File: src/rtl/uart_receiver_if.sv
// Receive-side byte handshake between uart_receiver and its consumer.
// Carries the received byte, its status flags and the consumer acknowledge.
interface uart_receiver_if;
    logic [7:0] rx_data;
    logic       rx_valid;
    logic       frame_err;
    logic       parity_err;
    logic       overrun_err;
    logic       rx_ack;

    modport master (
        output rx_data,
        output rx_valid,
        output frame_err,
        output parity_err,
        output overrun_err,
        input  rx_ack
    );

    modport slave (
        input  rx_data,
        input  rx_valid,
        input  frame_err,
        input  parity_err,
        input  overrun_err,
        output rx_ack
    );
endinterface

File: src/rtl/uart_receiver.sv
// UART serial receive stage: 16x oversampled deserialiser with framing, parity
// and overrun status, delivering each byte over a valid/ack handshake.
module uart_receiver #(
    parameter int DATA_BITS  = 8,
    parameter bit PARITY_EN  = 1'b0,
    parameter bit PARITY_ODD = 1'b0
) (
    input  logic       clk,
    input  logic       reset,
    input  logic       os_tick,
    input  logic       rxd,
    output logic       busy,
    output logic [2:0] dbg_state,
    uart_receiver_if.master rx
);

    typedef enum logic [2:0] {
        S_IDLE     = 3'd0,
        S_START    = 3'd1,
        S_DATA     = 3'd2,
        S_PARITY   = 3'd3,
        S_STOP     = 3'd4,
        S_BRK_WAIT = 3'd5
    } state_t;

    localparam int         MSB       = DATA_BITS - 1;
    localparam logic [2:0] LAST_BIT  = 3'(DATA_BITS - 1);
    localparam logic [7:0] DATA_MASK = 8'hFF >> (8 - DATA_BITS);

    state_t     state_q;
    logic       sync1_q;
    logic       rx_s_q;
    logic [3:0] tick_cnt_q;
    logic [2:0] bit_cnt_q;
    logic [7:0] shift_q;
    logic       par_pend_q;
    logic       stop_bit_q;
    logic       load_q;
    logic       busy_q;

    logic [7:0] rx_data_q;
    logic       rx_valid_q;
    logic       frame_err_q;
    logic       parity_err_q;
    logic       overrun_err_q;

    logic [7:0] shift_d;
    logic       parity_err_d;

    // Two-flop synchronizer; idles high so reset never looks like a start bit.
    always_ff @(posedge clk or negedge reset) begin
        if (!reset) begin
            sync1_q <= 1'b1;
            rx_s_q  <= 1'b1;
        end else begin
            sync1_q <= rxd;
            rx_s_q  <= sync1_q;
        end
    end

    // New bit enters at the top of the active field so the first bit ends in bit 0.
    always_comb begin
        shift_d      = (shift_q >> 1) & DATA_MASK;
        shift_d[MSB] = rx_s_q;
        parity_err_d = (^shift_q) ^ rx_s_q ^ PARITY_ODD;
    end

    always_ff @(posedge clk or negedge reset) begin
        if (!reset) begin
            state_q    <= S_IDLE;
            tick_cnt_q <= 4'd0;
            bit_cnt_q  <= 3'd0;
            shift_q    <= 8'd0;
            par_pend_q <= 1'b0;
            stop_bit_q <= 1'b1;
            load_q     <= 1'b0;
            busy_q     <= 1'b0;
        end else begin
            load_q <= 1'b0;
            case (state_q)
                S_IDLE: begin
                    if (os_tick && !rx_s_q) begin
                        tick_cnt_q <= 4'd0;
                        state_q    <= S_START;
                        busy_q     <= 1'b1;
                    end
                end
                S_START: begin
                    if (os_tick) begin
                        if (tick_cnt_q == 4'd7) begin
                            tick_cnt_q <= 4'd0;
                            if (!rx_s_q) begin
                                bit_cnt_q  <= 3'd0;
                                par_pend_q <= 1'b0;
                                state_q    <= S_DATA;
                            end else begin
                                state_q <= S_IDLE;
                                busy_q  <= 1'b0;
                            end
                        end else begin
                            tick_cnt_q <= tick_cnt_q + 4'd1;
                        end
                    end
                end
                S_DATA: begin
                    if (os_tick) begin
                        tick_cnt_q <= tick_cnt_q + 4'd1;
                        if (tick_cnt_q == 4'd15) begin
                            shift_q   <= shift_d;
                            bit_cnt_q <= bit_cnt_q + 3'd1;
                            if (bit_cnt_q == LAST_BIT) begin
                                state_q <= PARITY_EN ? S_PARITY : S_STOP;
                            end
                        end
                    end
                end
                S_PARITY: begin
                    if (os_tick) begin
                        tick_cnt_q <= tick_cnt_q + 4'd1;
                        if (tick_cnt_q == 4'd15) begin
                            par_pend_q <= parity_err_d;
                            state_q    <= S_STOP;
                        end
                    end
                end
                S_STOP: begin
                    if (os_tick) begin
                        tick_cnt_q <= tick_cnt_q + 4'd1;
                        if (tick_cnt_q == 4'd15) begin
                            load_q     <= 1'b1;
                            stop_bit_q <= rx_s_q;
                            if (rx_s_q) begin
                                state_q <= S_IDLE;
                                busy_q  <= 1'b0;
                            end else begin
                                state_q <= S_BRK_WAIT;
                            end
                        end
                    end
                end
                S_BRK_WAIT: begin
                    // A held-low line is one break, not a stream of zero bytes.
                    if (rx_s_q) begin
                        state_q <= S_IDLE;
                        busy_q  <= 1'b0;
                    end
                end
                default: begin
                    state_q <= S_IDLE;
                    busy_q  <= 1'b0;
                end
            endcase
        end
    end

    // Handshake: rx_valid with data and flags holds until a clk where rx_ack=1
    // and rx_valid=1; a load in that same cycle wins and is not an overrun.
    always_ff @(posedge clk or negedge reset) begin
        if (!reset) begin
            rx_data_q     <= 8'd0;
            rx_valid_q    <= 1'b0;
            frame_err_q   <= 1'b0;
            parity_err_q  <= 1'b0;
            overrun_err_q <= 1'b0;
        end else if (load_q) begin
            rx_data_q     <= shift_q;
            rx_valid_q    <= 1'b1;
            frame_err_q   <= ~stop_bit_q;
            parity_err_q  <= par_pend_q;
            overrun_err_q <= rx_valid_q & ~rx.rx_ack;
        end else if (rx_valid_q && rx.rx_ack) begin
            rx_valid_q    <= 1'b0;
            frame_err_q   <= 1'b0;
            parity_err_q  <= 1'b0;
            overrun_err_q <= 1'b0;
        end
    end

    assign rx.rx_data     = rx_data_q;
    assign rx.rx_valid    = rx_valid_q;
    assign rx.frame_err   = frame_err_q;
    assign rx.parity_err  = parity_err_q;
    assign rx.overrun_err = overrun_err_q;
    assign busy           = busy_q;
    assign dbg_state      = state_q;

endmodule

File: src/flat_wrapper.sv
// flat-port wrapper written by rule: the top's interface ports become plain ports
module uart_receiver_flat 
#(
    parameter int DATA_BITS  = 8,
    parameter bit PARITY_EN  = 1'b0,
    parameter bit PARITY_ODD = 1'b0
)
  (clk, reset, os_tick, rxd, busy, dbg_state, rx_rx_data, rx_rx_valid, rx_frame_err, rx_parity_err, rx_overrun_err, rx_rx_ack);
  uart_receiver_if rx_i ();
  input  logic clk;
  input  logic reset;
  input  logic os_tick;
  input  logic rxd;
  output logic busy;
  output logic [2:0] dbg_state;
  output wire logic [$bits(rx_i.rx_data)-1:0] rx_rx_data;
  output wire logic [$bits(rx_i.rx_valid)-1:0] rx_rx_valid;
  output wire logic [$bits(rx_i.frame_err)-1:0] rx_frame_err;
  output wire logic [$bits(rx_i.parity_err)-1:0] rx_parity_err;
  output wire logic [$bits(rx_i.overrun_err)-1:0] rx_overrun_err;
  input wire logic [$bits(rx_i.rx_ack)-1:0] rx_rx_ack;
  assign rx_rx_data = rx_i.rx_data;
  assign rx_rx_valid = rx_i.rx_valid;
  assign rx_frame_err = rx_i.frame_err;
  assign rx_parity_err = rx_i.parity_err;
  assign rx_overrun_err = rx_i.overrun_err;
  assign rx_i.rx_ack = rx_rx_ack;
  uart_receiver #(.DATA_BITS(DATA_BITS), .PARITY_EN(PARITY_EN), .PARITY_ODD(PARITY_ODD)) u_core (.clk(clk), .reset(reset), .os_tick(os_tick), .rxd(rxd), .busy(busy), .dbg_state(dbg_state), .rx(rx_i));
endmodule
File: config.mk
export PLATFORM = sky130hd
export DESIGN_NAME = uart_receiver_flat
export DESIGN_NICKNAME = d
export VERILOG_FILES = /design/src/rtl/uart_receiver_if.sv /design/src/rtl/uart_receiver.sv /design/src/flat_wrapper.sv
export SDC_FILE = /design/constraint.sdc
export NUM_CORES = 1
export LEC_CHECK = 0
export BUFFER_PORTS_ARGS = -buffer_cell sky130_fd_sc_hd__buf_2
export CAP_MARGIN = 20
export CORE_AREA = 2 2 59 61
export CTS_CLUSTER_SIZE = 12
export DETAILED_ROUTE_END_ITERATION = 10
export DIE_AREA = 0 0 61 63
export HOLD_SLACK_MARGIN = 0.02
export PLACE_DENSITY = 0.8
export SYNTH_ARGS = -nofsm -noshare
export SYNTH_HDL_FRONTEND = slang
export SYNTH_SLANG_ARGS = --single-unit
File: constraint.sdc
create_clock -name clk -period 2.4 [get_ports clk]
set_input_delay 0.12 -clock clk [delete_from_list [all_inputs] [get_ports clk]]
set_output_delay 0.12 -clock clk [all_outputs]
set_load 0.03 [all_outputs]
==> impl_metrics.py, run 1 <==
metrics = {
    "timing": {
        "slew_headroom_pct": 48.5,
        "period_share_pct": 82.7,
        "finClkSkew_ps": 6.19,
        "maxSlewViolCount": 0,
        "rsz0062_at_grt": "false",
        "finalHoldViolCount": 0,
        "min_period_ps": 1990,
        "setup_ws_ps": 414,
        "fmax_mhz": 504,
        "setup_violations": 0,
        "tightest_slew_ps": 772,
        "setup_tns_ps": 0,
    },
    "pwr": {
        "cellPowerDensity_nw_per_um2": 905,
        "p_int_uw": 1090,
        "seq_power_share_pct": 47.9,
        "p_comb_share_pct": 33.2,
        "switchingPower_uw": 693,
        "pwr-share-clk_pct": 18.9,
        "ir_drop_uv": 612,
        "p_leak_uw": 0.000977,
        "switching_share_pct": 38.8,
    },
    "route": {
        "remaining_drc_errors": 0,
        "viasPerCell": 5.51,
        "wl_um": 3110,
        "avgRoutedWirePerCell_um": 13.4,
        "ant_nets": 0,
        "drtIter0Drc": 44,
        "firstDrtPassIters": 4,
        "vias": 1284,
    },
    "yosys": {
        "synth-compound-area-share_pct": 11.8,
        "synth_top_family_by_area": "simple AND/OR/NAND/NOR gates",
        "synth_area_per_cell_sq_um": 10.8,
        "synth-seq-cells": 36,
        "syn_inst": 163,
        "synth-edff-count": 0,
        "synth-simple-area-share_pct": 16.5,
        "muxShareOfSynthArea_pct": 10.0,
        "yosysSeqAreaShare_pct": 51.5,
        "synthAdderAreaFrac_pct": 2.71,
        "syn_area_sq_um": 1760,
        "syn_nets": 171,
        "synth.distinct_cells": 47,
        "ys_warn_count": 0,
        "async_flop_share_pct": 100,
        "yosys.area_share.xor_xnor_pct": 4.28,
        "ys.flop_type": "dfrtp_1",
    },
    "finish": {
        "finalNetCount": 194,
        "antennaDiodeCount": 0,
        "syn_to_final_growth_pct": 12.3,
        "drive_gt1_share_pct": 26.7,
    },
    "global_routing": {
        "grt_pass1_vias": 1226,
        "track_usage_pct": 18.6,
        "antenna_found_initial": 0,
        "grt_first_pass_wirelength_um": 5310,
        "overflow": 0,
        "grt_max_degree": 37,
    },
    "clocking": {
        "cts.sinks": 36,
        "clk_pin_slew_ps": 110,
        "clk_latency_ps": 330,
        "postCtsSetupBuffers": 0,
        "htree_levels": 2,
        "cts_inserted_buffers": 5,
        "cts_buffer_depth": 2,
        "cts_tree": "done",
        "cts-root-buf": "clkbuf_4",
    },
    "min_path": {
        "worstHoldPathType": "in -> reg",
        "min_from": "os_tick",
    },
    "floorplanning": {
        "start_util_pct": 54.3,
        "fp.dieH_um": 63,
        "rows": 21,
        "dieWidth_um": 61,
        "io_pins": 21,
        "core_sq_um": 3230,
        "dieArea_sq_um": 3840,
    },
    "place": {
        "dp_worst_setup_slack_ps": 467,
        "place_hpwl_um": 2200,
        "routabilityCongestion": 0.936,
        "io_buffers": 20,
    },
    "outcome": {
        "outcome": "finished, final reports clean",
    },
    "setup_path": {
        "cp_data_required_time_ps": 2620,
        "cp_max_fo": 18,
        "critPathLaunchType": "register",
        "crit_start": "u_core.dbg_state[1]$_DFFE_PN0P_",
        "worstSetupPathType": "reg -> reg",
        "r2r_start": "u_core.dbg_state[1]$_DFFE_PN0P_",
        "slowest_stage": "dfrtp_1",
        "endpoint_kind": "register",
        "path_cells": "or3b_1 -> a21oi_2 -> nor4_2 -> o21ai_2 -> mux2_4",
        "cp.arrival_ps": 2210,
        "slowest_delay_ps": 680,
        "cp_top_family": "flip-flops",
        "critPathBufInv": 0,
    },
    "job": {
        "maxCapViolations": 0,
    },
}
[worst reg2reg max path, stage by stage (launching register included)]
cell and delay [ps]:
dfrtp_1 680, or3b_1 260, a21oi_2 90, nor4_2 380, o21ai_2 150, mux2_4 320
[layout make-up]
cell class | count | area [sq um]
flip-flops and latches | 36 | 905
inverters | 4 | 15.0
clock inverters | 1 | 7.51
clock buffers | 7 | 55.1
well taps | 46 | 57.6
multi-input cells | 115 | 795
repair buffers | 24 | 138
fillers | 275 | 1260
[placed cells by master (no fill, tap or decap), types with 2 or more instances in the layout]
cell           instances
mux2_4                 3
buf_2                 20
a21oi_1                3
nor3_1                 5
mux2i_1                3
a21o_1                 2
ha_1                   3
or3b_1                 2
dfstp_2                3
inv_1                  3
o31ai_1                3
nor2b_1                2
nand2_1               35
dfrtp_1               33
mux2_2                 9
clkbuf_4               5
xnor2_1                5
nand3_1                3
dlygate4sd3_1          3
o21ai_0                5
a22o_1                 3
nand2b_1               3
nor2_1                 4
[through the flow]
| step | std cells | util (%) | hold WS (ps) | cell area (sq um) | total power (uW) |
|---|---|---|---|---|---|
| after floorplan | 163 | - | -176 | 1760 | 1320 |
| after global routing | 233 | 61.0 | 195 | 1970 | 1910 |
| after global placement | 222 | 58.1 | 223 | 1880 | 1430 |
| after detailed placement | 222 | 58.1 | 229 | 1880 | 1450 |
| after CTS | 233 | 61.0 | 197 | 1970 | 1790 |
| final | 233 | 61.0 | 210 | 1970 | 1780 |
[flip-flops by register name, summed over array words and instances, names as in the netlist, 3 cells and up]
register / cells
u_core.dbg_state: 3
u_core.rx.rx_data: 8
u_core.tick_cnt_q: 4
u_core.bit_cnt_q: 3
u_core.shift_q: 8
[cells in the mapped netlist, types with 4 or more instances]
cell type,n,area (sq um)
dfrtp_1,33,826
mux2_2,9,101
nand2_1,35,131
nor2_1,4,15.0
nor3_1,5,25.0
o21ai_0,5,25.0
xnor2_1,5,43.8
[power by group through the flow]
stage               combinational, uW  sequential (uW)  clock [uW]
floorplan                         457              862           0
global placement                  570              858           0
detailed placement                588              863           0
CTS                               595              851         346
global route                      651              873         383
finish                            592              854         338
[final timing paths]
kind	end	slack, ps	cells past startpoint
worst min-delay path	u_core.tick_cnt_q[1]$_DFFE_PN0P_	210	3
worst max register to register	u_core.dbg_state[1]$_DFFE_PN0P_	410	5
min in group asynchronous	u_core.dbg_state[0]$_DFFE_PN0P_	390	2
worst min register to register	u_core.rx_s_q$_DFF_PN1_	360	0
worst max-delay path	u_core.dbg_state[1]$_DFFE_PN0P_	410	5
max in group asynchronous	u_core.rx.frame_err$_DFFE_PN0P_	1520	2
[repair_timing]
| item | CTS | global route |
|---|---|---|
| resized for setup | 0 | 0 |
| endpoints found under the hold margin | 35 | 0 |
| hold buffers | 3 | 0 |
[layer usage]
| layer | track usage (%) | up-vias | routed length [um] |
|---|---|---|---|
| li1 | - | 619 | - |
| met2 | 28.8 | 30 | 1570 |
| met5 | 0 | - | 0 |
| met1 | 23.6 | 631 | 1390 |
| met3 | 6.83 | 4 | 125 |
| met4 | 6.25 | 0 | 30 |
[logic make-up (layout without fill, tap and decap cells)]
group                      count (synthesis)  after routing
buffers and inverters                     12             36
xor gates and xnor gates                   7              7
AOI/OAI and AO/OA                         28             28
and+or+nand+nor                           61             61
DFF                                       36             36
adders and majority gates                  4              4
muxes                                     15             15
Note: power is estimated with default switching activity, not from simulation.
==> inputs of run 2 (changes only) <==
Settings changed: CORE_AREA 2 2 59 61 to 2 2 62 64, DIE_AREA 0 0 61 63 to 0 0 64 66, PLACE_DENSITY 0.8 to 0.76.
Clock period 2.4 ns to 1.8 ns, I/O delays scaled along.
==> run 2 against run 1 <==
Net effect:
- wire length is 14% higher
- via count rose by 7.4%
- count of clock-buffer cells in the layout fell by 2
- die area is 9.9% higher
- final cell count increased by 6.9%
- clock skew up 4.4 ps
- non-clock buffer count rose by 14
==> impl_metrics.py, run 2 (synthesized netlist as in run 1, its figures left out) <==
metrics = {
    "setup_path": {
        "cp_data_required_time_ps": 2030,
        "endpoint_kind": "register",
        "critPathLaunchType": "register",
        "cp_max_fo": 5,
        "worstSetupPathType": "reg -> reg",
        "cp.arrival_ps": 2010,
    },
    "global_routing": {
        "track_usage_pct": 18.9,
        "grt_pass1_vias": 1357,
        "grt_first_pass_wirelength_um": 6150,
        "grt_max_degree": 37,
        "overflow": 0,
        "antenna_found_initial": 0,
    },
    "route": {
        "firstDrtPassIters": 4,
        "viasPerCell": 5.54,
        "drtIter0Drc": 62,
        "vias": 1379,
        "avgRoutedWirePerCell_um": 14.3,
        "remaining_drc_errors": 0,
        "wl_um": 3560,
        "ant_nets": 0,
    },
    "clocking": {
        "cts_tree": "done",
        "cts_buffer_depth": 2,
        "htree_levels": 2,
        "clk_latency_ps": 340,
        "clk_pin_slew_ps": 110,
        "cts_inserted_buffers": 5,
        "cts-root-buf": "clkbuf_4",
        "cts.sinks": 36,
    },
    "pwr": {
        "p_leak_uw": 0.00107,
        "ir_drop_uv": 725,
        "switching_share_pct": 37.7,
        "cellPowerDensity_nw_per_um2": 1300,
        "pwr-share-clk_pct": 20.0,
        "switchingPower_uw": 1050,
        "seq_power_share_pct": 38.2,
        "p_comb_share_pct": 41.8,
        "p_int_uw": 1740,
    },
    "timing": {
        "slew_headroom_pct": 49.3,
        "maxSlewViolCount": 0,
        "min_period_ps": 1780,
        "fmax_mhz": 563,
        "setup_tns_ps": 0,
        "tightest_slew_ps": 761,
        "setup_violations": 0,
        "hold_ws_ps": 169,
        "finalHoldViolCount": 0,
        "period_share_pct": 98.6,
        "finClkSkew_ps": 10.6,
    },
    "place": {
        "routabilityCongestion": 0.937,
        "place_hpwl_um": 2370,
        "io_buffers": 20,
    },
    "finish": {
        "drive_gt1_share_pct": 36.3,
        "layout_commonest_cell": "nand2_1",
        "syn_to_final_growth_pct": 22.9,
        "final_cell_mix": "nand2_1 (35), dfrtp_1 (32), buf_2 (20)",
        "finalNetCount": 208,
        "antennaDiodeCount": 0,
    },
    "floorplanning": {
        "start_util_pct": 49.4,
        "fp.dieH_um": 66,
        "rows": 22,
        "core_sq_um": 3550,
        "dieArea_sq_um": 4220,
        "dieWidth_um": 64,
        "io_pins": 21,
    },
    "job": {
        "maxCapViolations": 0,
    },
    "outcome": {
        "outcome": "finished, final reports clean",
    },
    "min_path": {
        "worstHoldPathType": "in -> reg",
    },
}
-- run 2: metal layers --
| layer | share of wire [%] | GRT usage, % | vias up |
|---|---|---|---|
| li1 | - | - | 648 |
| met4 | 1.8 | 11.4 | 0 |
| met2 | 49 | 30.3 | 50 |
| met1 | 43 | 23.3 | 672 |
| met3 | 5.5 | 4.26 | 9 |
| met5 | 0 | 0 | - |
-- run 2: final timing paths --
kind,slack [ps],depth (start not counted),endpoint,from
setup reg to reg,20,5,u_core.dbg_state[1]$_DFFE_PN0P_,u_core.dbg_state[2]$_DFFE_PN0P_
hold reg to reg,370,0,u_core.rx_s_q$_DFF_PN1_,u_core.sync1_q$_DFF_PN1_
hold / removal,170,3,u_core.tick_cnt_q[1]$_DFFE_PN0P_,os_tick
min in group asynchronous,340,2,u_core.busy$_DFFE_PN0P_,reset
max in group asynchronous,940,2,u_core.dbg_state[0]$_DFFE_PN0P_,reset
setup / recovery,20,5,u_core.dbg_state[1]$_DFFE_PN0P_,u_core.dbg_state[2]$_DFFE_PN0P_
-- run 2: critical path, stage by stage, from the launching register on --
cell     delay (ps)
dfrtp_1         460
or3b_1          440
a41oi_2         240
nor4_4           80
o21ai_2         110
mux2_4          320
-- run 2: power groups by stage --
stage	sequential, uW	clock (uW)	combinational, uW
2_1_floorplan	1150	0	614
3_3_place_gp	1070	0	951
3_5_place_dp	1080	0	982
4_1_cts	1060	574	1010
5_1_grt	1090	626	1280
6_report	1070	560	1170
-- run 2: layout make-up --
type,count,area (sq um)
flip-flops and latches,36,906
multi-input cells,115,853
clock buffers,5,37.5
well taps,48,60.1
repair buffers,38,243
fillers,286,1390
inverters,4,15.0
clock inverters,3,42.5
-- run 2: through the flow --
stage / total power (uW) / util [%] / std cells / instance area, sq um / setup WS (ps)
2_1_floorplan: 1770 / - / 163 / 1760 / 1.87
3_3_place_gp: 2020 / 55.0 / 233 / 1950 / 84.9
3_5_place_dp: 2060 / 55.0 / 233 / 1950 / 30.2
4_1_cts: 2650 / 58.3 / 245 / 2070 / 11.9
5_1_grt: 2990 / 60.7 / 249 / 2160 / -29.9
6_report: 2800 / 60.7 / 249 / 2160 / 24.5
-- run 2: what timing repair did --
| action | CTS | global route |
|---|---|---|
| endpoints found under the setup margin | 1 | 5 |
| gates resized for setup | 0 | 10 |
| hold buffers | 3 | 0 |
| endpoints found under the hold margin | 35 | 0 |
| buffers inserted | 1 | 4 |
| pin swaps | 0 | 5 |
==> inputs of run 3 (changes only) <==
Settings changed: ABC_AREA set to 1, CORE_AREA 2 2 62 64 to 2 2 63 65, DIE_AREA 0 0 64 66 to 0 0 65 67, GPL_ROUTABILITY_DRIVEN set to 1, PLACE_DENSITY 0.76 to 0.78.
==> run 3 against run 2 <==
Net effect:
- maximum frequency grew 15%
- die area is 3.1% higher
- synthesized area increased by 6.6%
- clock skew down 7.0 ps
==> impl_metrics.py, run 3 <==
metrics = {
    "outcome": {
        "outcome": "finished, final reports clean",
    },
    "timing": {
        "tightest_slew_ps": 777,
        "setup_tns_ps": 0,
        "maxSlewViolCount": 0,
        "rsz0062_at_grt": "false",
        "period_share_pct": 85.6,
        "min_period_ps": 1540,
        "finalHoldViolCount": 0,
        "fmax_mhz": 649,
        "slew_headroom_pct": 48.2,
        "finClkSkew_ps": 3.60,
        "setup_violations": 0,
    },
    "yosys": {
        "yosys-top-cells-area": "dfrtp_1 (44%), nand2_1 (18%), o21ai_0 (6.4%), inv_1 (5.4%), dfstp_2 (4.2%)",
        "syn_area_sq_um": 1870,
        "ys_warn_count": 0,
        "synth_common_cells": "nand2_1 (88), dfrtp_1 (33), inv_1 (27)",
        "syn_nets": 249,
        "synth.distinct_cells": 27,
        "yosysSeqAreaShare_pct": 48.4,
        "async_flop_share_pct": 100,
        "ys.flop_type": "dfrtp_1",
        "synth-seq-cells": 36,
        "yosysTopAreaCellShare_pct": 44.1,
        "yosysMostFrequentCell": "nand2_1",
        "syn_inst": 241,
        "synth_area_per_cell_sq_um": 7.76,
        "synth_area_leader_cell": "dfrtp_1",
        "synth-edff-count": 0,
    },
    "clocking": {
        "clk_pin_slew_ps": 70,
        "cts_buffer_depth": 2,
        "cts_inserted_buffers": 5,
        "cts.sinks": 36,
        "cts_tree": "done",
        "clk_latency_ps": 280,
        "cts_resized": 0,
        "cts-root-buf": "clkbuf_8",
        "postCtsSetupBuffers": 0,
        "htree_levels": 2,
    },
    "floorplanning": {
        "core_sq_um": 3610,
        "start_util_pct": 51.9,
        "rows": 22,
        "fp.dieH_um": 67,
        "dieArea_sq_um": 4360,
        "dieWidth_um": 65,
        "io_pins": 21,
    },
    "setup_path": {
        "cp.arrival_ps": 1720,
        "cp_data_required_time_ps": 1980,
        "cp_top_family": "flip-flops",
        "reg2reg_depth": 7,
        "path_cells": "ha_1 -> nand2_1 -> nor2_4 -> nand2_2 -> nor2_8 -> buf_4 -> a22o_1",
        "critPathBufInv": 1,
        "r2r_end": "u_core.bit_cnt_q[1]$_DFFE_PN0P_",
        "rrSetupSlack_ps": 260,
        "critPathLaunchType": "register",
        "cp_max_fo": 18,
        "slowest_delay_ps": 410,
        "slowest_stage": "dfrtp_1",
        "r2r_start": "u_core.tick_cnt_q[0]$_DFFE_PN0P_",
        "worstSetupPathType": "reg -> reg",
        "endpoint_kind": "register",
    },
    "route": {
        "vias": 1523,
        "viasPerCell": 4.77,
        "avgRoutedWirePerCell_um": 10.5,
        "firstDrtPassIters": 4,
        "wl_um": 3350,
        "drtIter0Drc": 106,
        "remaining_drc_errors": 0,
        "ant_nets": 0,
    },
    "global_routing": {
        "grt_max_degree": 37,
        "grt_pass1_vias": 1402,
        "track_usage_pct": 18.2,
        "grt_first_pass_wirelength_um": 6040,
        "overflow": 0,
        "antenna_found_initial": 0,
    },
    "min_path": {
        "holdPathEnd": "u_core.bit_cnt_q[0]$_DFFE_PN0P_",
        "holdPathStages": 3,
        "min_from": "os_tick",
        "worstHoldPathType": "in -> reg",
    },
    "pwr": {
        "ir_drop_uv": 690,
        "p_leak_uw": 0.00120,
        "cellPowerDensity_nw_per_um2": 1050,
    },
    "finish": {
        "layout_commonest_cell": "nand2_1",
        "fin_area_sq_um": 2150,
        "antennaDiodeCount": 0,
        "finalNetCount": 278,
        "final_cell_mix": "nand2_1 (88), dfrtp_1 (33), inv_1 (27)",
        "drive_gt1_share_pct": 18.5,
        "syn_to_final_growth_pct": 14.8,
    },
    "place": {
        "routabilityCongestion": 0.827,
        "place_hpwl_um": 2550,
        "dpl-instance-area_sq_um": 2030,
        "io_buffers": 20,
    },
    "job": {
        "maxCapViolations": 0,
    },
}
-- run 3: cells by family after synthesis --
family	Yosys count	share of synthesized area [%]
and+or+nand+nor	129	30.4
buffers and inverters	33	7.09
xor gates and xnor gates	2	0.937
AOI/OAI and AO/OA	38	11.2
adders and majority gates	3	2.01
DFF	36	48.4
-- run 3: routing by layer --
layer | vias to the layer above | track usage (%) | wire (um)
met2 | 26 | 28.7 | 1500
met3 | 7 | 3.55 | 109
met5 | - | 0 | 0
met1 | 672 | 24.1 | 1670
li1 | 818 | - | -
met4 | 0 | 7.98 | 68
-- run 3: how the worst max path moves through the flow --
| stage | startpoint | slack (ps) | to | cells past startpoint |
|---|---|---|---|---|
| floorplan | u_core.dbg_state[1]$_DFFE_PN0P_ | 310 | u_core.dbg_state[2]$_DFFE_PN0P_ | 9 |
| global placement | u_core.tick_cnt_q[0]$_DFFE_PN0P_ | 300 | u_core.bit_cnt_q[1]$_DFFE_PN0P_ | 7 |
| detailed placement | u_core.tick_cnt_q[0]$_DFFE_PN0P_ | 260 | u_core.bit_cnt_q[2]$_DFFE_PN0P_ | 7 |
| CTS | u_core.tick_cnt_q[0]$_DFFE_PN0P_ | 260 | u_core.bit_cnt_q[1]$_DFFE_PN0P_ | 7 |
| global route | u_core.tick_cnt_q[0]$_DFFE_PN0P_ | 110 | u_core.busy$_DFFE_PN0P_ | 10 |
| finish | u_core.tick_cnt_q[0]$_DFFE_PN0P_ | 260 | u_core.bit_cnt_q[1]$_DFFE_PN0P_ | 7 |
-- run 3: tightest hold or removal path, stage by stage --
cell and delay (ps):
buf_2 130, nand2_2 140, o31ai_1 90
-- run 3: cell type report --
type / count / area [sq um]
Sequential cell: 36 / 905
Multi-Input combinational cell: 172 / 833
Fill cell: 322 / 1460
Timing Repair Buffer: 25 / 145
Clock buffer: 6 / 82.6
Clock inverter: 2 / 10.0
Inverter: 30 / 113
Tap cell: 48 / 60.1
-- run 3: power by group --
group	internal [uW]	switching, uW
Sequential	881	72.9
Combinational	224	491
Clock	305	273
-- run 3: per-stage QoR --
stage          total power [uW]  setup WS [ps]  hold WS [ps]  instances  util [%]
2_1_floorplan              1510            312          -206        241         -
3_3_place_gp               1660            301           197        308      56.2
3_5_place_dp               1680            260           197        308      56.2
4_1_cts                    2270            257           200        319      59.6
5_1_grt                    2400            115           209        319      59.6
6_report                   2250            259           206        319      59.6
-- run 3: timing repair --
item / in CTS / in global routing
hold buffers: 3 / 0
setup endpoints to repair: 0 / 0
endpoints found under the hold margin: 35 / 0
